--- config.mk ---
export PLATFORM = sky130hd
export DESIGN_NAME = mux_pry_pipe
export DESIGN_NICKNAME = d
export VERILOG_FILES = /design/src/rtl/mux_pry_pipe.sv
export SDC_FILE = /design/constraint.sdc
export NUM_CORES = 1
export LEC_CHECK = 0
export BUFFER_PORTS_ARGS = -buffer_cell sky130_fd_sc_hd__buf_2
export CAP_MARGIN = 20
export CORE_AREA = 4 4 116 118
export DETAILED_ROUTE_END_ITERATION = 6
export DIE_AREA = 0 0 120 122
export PLACE_DENSITY_LB_ADDON = 0.08
export SLEW_MARGIN = 10
export SYNTH_ARGS = -nofsm -noshare
export SYNTH_HDL_FRONTEND = slang
export SYNTH_SLANG_ARGS = --single-unit
--- constraint.sdc ---
create_clock -name clk -period 1.5 [get_ports clk]
set_input_delay 0.075 -clock clk [delete_from_list [all_inputs] [get_ports clk]]
set_output_delay 0.075 -clock clk [all_outputs]
set_load 0.01 [all_outputs]
--- src/rtl/mux_pry_pipe.sv ---
// Pipelined priority mux: picks one element of i_ary by fixed priority (MODE=0) or round-robin (MODE=1).
// PIPE=0/1/2 register slices set the latency; defining MUX_PRY_PIPE_IDX_EN adds the o_idx output.
module mux_pry_pipe #(
  parameter type DAT_T = logic [8-1:0],
  parameter int  WIDTH = 32,
  parameter int  MODE  = 0,
  parameter int  PIPE  = 1
) (
  input  logic             clk,
  input  logic             rst_n,
  input  logic             i_vld,
  output logic             i_rdy,
  input  logic [WIDTH-1:0] i_pry,
  input  DAT_T             i_ary [WIDTH],
  output logic             o_vld,
  input  logic             o_rdy,
  output logic             o_hit,
  output DAT_T             o_dat
`ifdef MUX_PRY_PIPE_IDX_EN
  ,
  output logic [$clog2(WIDTH)-1:0] o_idx
`endif
);

  localparam int IW = $clog2(WIDTH);

  if (WIDTH < 2) begin : g_bad_width
    $fatal(1, "mux_pry_pipe: WIDTH must be >= 2");
  end
  if (MODE != 0 && MODE != 1) begin : g_bad_mode
    $fatal(1, "mux_pry_pipe: MODE must be 0 or 1");
  end
  if (PIPE < 0 || PIPE > 2) begin : g_bad_pipe
    $fatal(1, "mux_pry_pipe: PIPE must be 0, 1 or 2");
  end

  logic             s_vld;
  logic             s_rdy;
  logic [WIDTH-1:0] s_pry;
  DAT_T             s_ary [WIDTH];

  if (PIPE == 2) begin : g_in
    logic             vld_q;
    logic [WIDTH-1:0] pry_q;
    DAT_T             ary_q [WIDTH];

    always_ff @(posedge clk or negedge rst_n) begin
      if (!rst_n) begin
        vld_q <= 1'b0;
        pry_q <= '0;
        ary_q <= '{default: '0};
      end else if (i_rdy) begin
        vld_q <= i_vld;
        if (i_vld) begin
          pry_q <= i_pry;
          ary_q <= i_ary;
        end
      end
    end

    assign i_rdy = !vld_q || s_rdy;
    assign s_vld = vld_q;
    assign s_pry = pry_q;
    assign s_ary = ary_q;
  end else begin : g_in_bypass
    assign i_rdy = s_rdy;
    assign s_vld = i_vld;
    assign s_pry = i_pry;
    assign s_ary = i_ary;
  end

  logic [IW-1:0] ptr_q;
  logic [IW-1:0] ptr_d;
  logic [IW-1:0] lo_idx;
  logic [IW-1:0] up_idx;
  logic          up_hit;
  logic          sel_hit;
  logic [IW-1:0] sel_idx;
  DAT_T          sel_dat;

  // Round-robin: lowest request at or above ptr, else wrap to the lowest request overall.
  always_comb begin
    lo_idx = '0;
    up_idx = '0;
    up_hit = 1'b0;
    for (int i = WIDTH - 1; i >= 0; i--) begin
      if (s_pry[i]) begin
        lo_idx = IW'(i);
        if (IW'(i) >= ptr_q) begin
          up_idx = IW'(i);
          up_hit = 1'b1;
        end
      end
    end

    sel_idx = '0;
    if (MODE == 0) begin
      for (int i = 0; i < WIDTH; i++) begin
        if (s_pry[i]) sel_idx = IW'(i);
      end
    end else begin
      sel_idx = up_hit ? up_idx : lo_idx;
    end

    sel_hit = |s_pry;
    sel_dat = sel_hit ? s_ary[sel_idx] : '0;
  end

  always_comb begin
    ptr_d = ptr_q;
    if (MODE == 1 && s_vld && s_rdy && sel_hit) begin
      ptr_d = (sel_idx == IW'(WIDTH - 1)) ? '0 : sel_idx + 1'b1;
    end
  end

  always_ff @(posedge clk or negedge rst_n) begin
    if (!rst_n) ptr_q <= '0;
    else        ptr_q <= ptr_d;
  end

  if (PIPE >= 1) begin : g_out
    logic vld_q;
    logic hit_q;
    DAT_T dat_q;
`ifdef MUX_PRY_PIPE_IDX_EN
    logic [IW-1:0] idx_q;
`endif

    always_ff @(posedge clk or negedge rst_n) begin
      if (!rst_n) begin
        vld_q <= 1'b0;
        hit_q <= 1'b0;
        dat_q <= '0;
`ifdef MUX_PRY_PIPE_IDX_EN
        idx_q <= '0;
`endif
      end else if (s_rdy) begin
        vld_q <= s_vld;
        if (s_vld) begin
          hit_q <= sel_hit;
          dat_q <= sel_dat;
`ifdef MUX_PRY_PIPE_IDX_EN
          idx_q <= sel_idx;
`endif
        end
      end
    end

    assign s_rdy = !vld_q || o_rdy;
    assign o_vld = vld_q;
    assign o_hit = hit_q;
    assign o_dat = dat_q;
`ifdef MUX_PRY_PIPE_IDX_EN
    assign o_idx = idx_q;
`endif
  end else begin : g_out_bypass
    assign s_rdy = o_rdy;
    assign o_vld = s_vld;
    assign o_hit = sel_hit;
    assign o_dat = sel_dat;
`ifdef MUX_PRY_PIPE_IDX_EN
    assign o_idx = sel_idx;
`endif
  end

endmodule

==> flow_summary.yaml, run 1 <==
outcome:
  status: "finished, violations left"
  violations: "negative setup slack"
grt:
  antenna_found_initial: 0
  grt_pass1_wl_um: 24100
  grt_pass1_vias: 4782
  grt_max_degree: 25
  grt.total_usage_pct: 20.7
  grt_overflow_total: 0
routing:
  via_count: 4420
  routedWlPerCell_um: 17.8
  drt-pass1-iter-count: 5
  drtIter0Drc: 102
  postRouteAntennaNets: 0
  finalWirelength_um: 16200
  drc: 0
  vias_per_cell: 4.85
sta:
  setup_viol_count_final: 8
  hold_violations: 0
  fin_ws_ns: -0.825
  worst_pin_slew_ns: 0.393
  max-slew-margin-rel_pct: 73.8
  slew_violations: 0
  period_minus_slack_ns: 2.33
  post-route-period-util_pct: 155
  skew_ns: 0.00123
  fmax_mhz: 430
  rsz0062_at_grt: "yes"
clock_tree:
  clkTransAtPathRegs_ns: 0.04
  cts_made_buffers: 3
  clock_path_buffers: 2
  clkLatencyLatePin_ns: 0.24
  cts_tree: "yes"
  htree_levels: 1
  cts.sinks: 10
  clk_root_buffer_cell: "clkbuf_16"
synthesis:
  syn_area_sq_um: 2990
  dominantRegCellSynth: "dfrtp_1"
  post-synth-top-count-cell: "mux2i_1"
  syn-num-nets: 658
  syn_inst: 366
  synth_edf_count: 0
  ys_ff_latch: 10
  synth-seq-area-share_pct: 8.36
  synth_area_leaders: "mux2i_1 (38%), dfrtp_1 (8.4%), o22ai_1 (8.2%)"
  netlist_top_cells_count: "mux2i_1 (114), o22ai_1 (39), nand2_1 (22), nor2_1 (22), nor4_1 (16)"
  ys_types: 45
  yosys.area.top_type_share_pct: 38.1
  syn_area_per_cell_sq_um: 8.18
  synthArstFlopShare_pct: 100
  synth_area_leader_cell: "mux2i_1"
  yosysWarnings: 0
setup_path:
  arrival_ns: 2.42
  crit_fanout: 24
  worst_ep_required_time_ns: 1.59
  reg2reg_from: "o_vld"
  cp-end-kind: "flip-flop"
  r2r_setup_slack_ns: -0.31
  r2r_end: "o_dat[1]"
  crit_end: "o_dat[6]"
  crit_start: "i_pry[12]"
  cp-start-kind: "primary input"
  worstRegToRegCells: 9
  critPathKind: "primary input to flip-flop"
finish:
  antenna_cells: 0
  fin_nets: 1032
  postLayoutCoreUtil_pct: 46.7
  final_cell_area_sq_um: 5820
  drive_above_1_share_pct: 62.5
  area.growth.synth_to_final_pct: 94.3
  fill_cells: 1279
die:
  die_area_sq_um: 14600
  rows: 41
  io_pins: 303
  die_h_um: 122
  die_w_um: 120
  core-area_sq_um: 12500
  start_util_pct: 24.0
power:
  max-vdd-ir-drop_mv: 0.274
  power_density_nw_per_um2: 436
  leakagePower_uw: 0.00290
  total_power_uw: 2540
worst_hold_path:
  worstHoldPathType: "primary input to flip-flop"
placed_design:
  dp_hpwl_um: 14300
  gp_congestion: 0.840
  place_area_sq_um: 5370
  port_buffers: 302
job:
  drv_cap: 0
timing repair:
item / 4_1_cts / 5_1_grt
gates cloned: 1 / 0
gates resized for setup: 37 / 15
endpoints found under the setup margin: 8 / 8
hold buffers: 1 / 0
buffers inserted: 4 / 0
endpoints found under the hold margin: 10 / 0
pin swaps: 17 / 5
routing by layer:
layer  vias to the layer above  global-route usage, %  part of all wire [%]
met5                         -                      0                     0
met4                         0                   3.72                   1.1
met3                        12                   3.48                   6.7
met2                       173                   41.3                    54
met1                      2015                   23.0                    38
li1                       2220                      -                     -
how the worst min path moves through the flow:
stage / start / endpoint / cells past startpoint
2_1_floorplan: rst_n / o_dat[0] / 0
3_3_place_gp: rst_n / o_vld / 1
3_5_place_dp: rst_n / o_vld / 1
4_1_cts: i_vld / o_vld / 3
5_1_grt: i_vld / o_vld / 3
6_report: i_vld / o_vld / 3
cell usage in the layout (no fill, tap or decap), drive strengths merged, types with 4 or more instances in the layout:
cell type	count
o21ai	4
a21oi	4
mux2	16
clkbuf	4
nor3	13
o22ai	39
o2111ai	8
buf	394
nor2	23
nand2	22
a2111oi	7
mux2i	114
dfrtp	10
o211ai	15
nand2b	6
nor4	17
nand3	8
nor2b	4
inv	4
where the power goes:
group / switching, uW / internal, uW / leakage [uW]
sequential: 40.9 / 314 / 0.000121
combinational: 697 / 936 / 0.00273
clock: 147 / 403 / 0.0000442
logic make-up (layout without fill, tap and decap cells):
kind of cell | Yosys count | count (layout) | synth area share [%]
AO/OA/AOI/OAI | 92 | 92 | 23.7
flip-flops | 10 | 10 | 8.36
buffers and inverters | 31 | 404 | 6.48
AND/OR/NAND/NOR | 103 | 103 | 17.3
multiplexers | 130 | 130 | 44.1
through the flow:
| step | hold WS (ns) | setup WS (ns) | setup TNS [ns] | cells |
|---|---|---|---|---|
| floorplan | -0.221 | -0.483 | -3.84 | 366 |
| global placement | -0.0381 | -1.31 | -9.52 | 902 |
| detailed placement | -0.0310 | -1.33 | -9.50 | 902 |
| CTS | 0.144 | -0.815 | -6.26 | 911 |
| global route | 0.152 | -0.895 | -6.90 | 911 |
| finish | 0.141 | -0.825 | -6.15 | 911 |
layout make-up:
type                            instances  area, sq um  area share (%)
Multi-Input combinational cell        325         2810            48.3
Timing Repair Buffer                  396         2430            41.9
Sequential cell                        10          250            4.30
Tap cell                              172          215            3.70
Clock buffer                            4         88.8            1.53
Inverter                                4         15.0           0.258
flip-flops by register name, summed over array words and instances (netlist names):
signal,flops
o_dat,8
o_vld,1
o_hit,1
critical path, stage by stage:
cell and delay (ns):
buf_6 0.10, or3_1 0.36, a221o_1 0.28, a21oi_2 0.18
o32ai_4 0.15, buf_12 0.20, mux2i_1 0.19, o22ai_1 0.17
nor4_2 0.42, buf_4 0.18, o2111ai_1 0.10
Note: power is estimated with default switching activity, not from simulation.
==> inputs of run 2 (changes only) <==
--- a/config.mk
+++ b/config.mk
@@ -10,7 +10,6 @@
 export CORE_AREA = 4 4 116 118
 export DETAILED_ROUTE_END_ITERATION = 6
 export DIE_AREA = 0 0 120 122
-export PLACE_DENSITY_LB_ADDON = 0.08
 export SLEW_MARGIN = 10
 export SYNTH_ARGS = -nofsm -noshare
 export SYNTH_HDL_FRONTEND = slang
==> flow_summary.yaml, run 2 (synthesized netlist as in run 1, its figures left out) <==
outcome:
  status: "finished, violations left"
  violations: "negative setup slack"
routing:
  via_count: 4485
  drtIter0Drc: 218
  drt-pass1-iter-count: 4
  top_layer: "met4"
  wl_met3_um: 1490
  wl_met2_um: 8260
  postRouteAntennaNets: 0
  routedWlPerCell_um: 17.8
  drc: 0
  finalWirelength_um: 16300
  vias_per_cell: 4.91
  drt-met1-wl_um: 6330
die:
  io_pins: 303
  die_h_um: 122
  die_w_um: 120
  die_area_sq_um: 14600
  start_util_pct: 24.0
  rows: 41
  core-area_sq_um: 12500
finish:
  drive_above_1_share_pct: 62.0
  final_cell_area_sq_um: 5720
  fill_cells: 1278
  final_common_cell: "buf_2"
  area.growth.synth_to_final_pct: 91.1
  mostFrequentLayoutCells: "buf_2 (300), mux2i_1 (103), buf_4 (81)"
  layout.area.seq_sq_um: 250
  antenna_cells: 0
  fin_nets: 1035
  largest_reg_flops: 8
  multiInputGateArea_sq_um: 2750
setup_path:
  cp-end-kind: "flip-flop"
  crit_end: "o_dat[4]"
  r2r_end: "o_dat[1]"
  arrival_ns: 2.41
  crit_start: "i_pry[14]"
  crit_fanout: 8
  r2r_setup_slack_ns: -0.24
  reg2reg_from: "o_vld"
  worstRegToRegCells: 9
  cp-start-kind: "primary input"
  critPathKind: "primary input to flip-flop"
  worst_ep_required_time_ns: 1.59
sta:
  max-slew-margin-rel_pct: 77.1
  rsz0062_at_grt: "yes"
  hold_violations: 0
  period_minus_slack_ns: 2.32
  slew_violations: 0
  hold_slack_ns: 0.0700
  fmax_mhz: 431
  setup_viol_count_final: 8
  post-route-period-util_pct: 155
  skew_ns: 0.00513
  finalSetupTns_ns: -5.89
  worst_pin_slew_ns: 0.341
  fin_ws_ns: -0.818
clock_tree:
  cts_made_buffers: 3
  clkTransAtPathRegs_ns: 0.04
  cts_tree: "yes"
  clk_root_buffer_cell: "clkbuf_16"
  clkLatencyLatePin_ns: 0.24
  clock_path_buffers: 2
  htree_levels: 1
  cts.sinks: 10
power:
  swShare_pct: 34.7
  power_density_nw_per_um2: 433
  leakagePower_uw: 0.00287
  p_int_uw: 1620
  p_sw_uw: 860
  max-vdd-ir-drop_mv: 0.265
  clockPowerShare_pct: 21.9
  pwr-share-comb_pct: 64.1
  power_frac_seq_pct: 14.0
placed_design:
  dp_slack_ns: -1.09
  gp_congestion: 0.828
  port_buffers: 302
  place_area_sq_um: 5360
  dp_hpwl_um: 14000
grt:
  grt_pass1_vias: 4631
  grt.total_usage_pct: 20.2
  antenna_found_initial: 0
  grt_max_degree: 32
  grt_overflow_total: 0
  grt_pass1_wl_um: 23400
worst_hold_path:
  min-delay-start: "i_vld"
  worstHoldPathType: "primary input to flip-flop"
job:
  drv_cap: 0
==> run 2: cell count changes in the layout (fill, tap and decap cells not counted), sizes merged <==
cell / previous run / this run
bufbuf: 1 / 0
buf: 394 / 398
==> run 2: power by group through the flow <==
stage | Combinational, uW | Clock, uW | Sequential [uW]
after floorplan | 674 | 0 | 368
after global placement | 1470 | 0 | 353
after detailed placement | 1480 | 0 | 350
after CTS | 1510 | 558 | 347
after global routing | 1710 | 563 | 352
final | 1590 | 542 | 347
==> run 2: metrics by stage <==
stage               instances  total power (uW)  utilization (%)
floorplan                 366              1040                -
global placement          903              1820             43.0
detailed placement        903              1830             43.0
CTS                       910              2410             44.3
global route              914              2630             45.9
finish                    914              2480             45.9
==> run 2: repair_timing <==
action / 4_1_cts / 5_1_grt
endpoints found under the setup margin: 8 / 8
hold buffers: 1 / 0
gates resized for setup: 9 / 35
buffers inserted: 2 / 4
hold endpoints to repair: 10 / 0
pin swaps: 8 / 16
==> run 2: worst min path at each step <==
stage	slack, ns	depth (start not counted)	to
after floorplan	-0.22	0	o_dat[0]
final	0.07	2	o_vld
after CTS	0.07	2	o_vld
after global routing	0.09	2	o_vld
after global placement	-0.03	1	o_dat[6]
after detailed placement	-0.03	1	o_dat[6]
==> run 2: layer usage <==
layer  up-vias  global-route usage, %
met2       223                   37.9
met4         0                   3.72
met3        12                   4.04
met1      2030                   24.0
li1       2220                      -
met5         -                      0
==> run 2: worst max-delay path, stage by stage <==
cell and delay (ns):
buf_6 0.09, or3_1 0.37, a221o_1 0.28, a21oi_2 0.15, o32ai_4 0.12, buf_12 0.17, buf_8 0.14, buf_4 0.13
mux2i_2 0.21, o22ai_1 0.13, nor4_2 0.25, buf_4 0.17, o2111ai_1 0.11
==> run 2: layout make-up <==
type | count | area share, %
clock buffer | 4 | 1.55
inverter | 4 | 0.263
multi-input combinational | 325 | 48.1
sequential | 10 | 4.38
tap | 172 | 3.76
timing repair buffer | 399 | 41.9
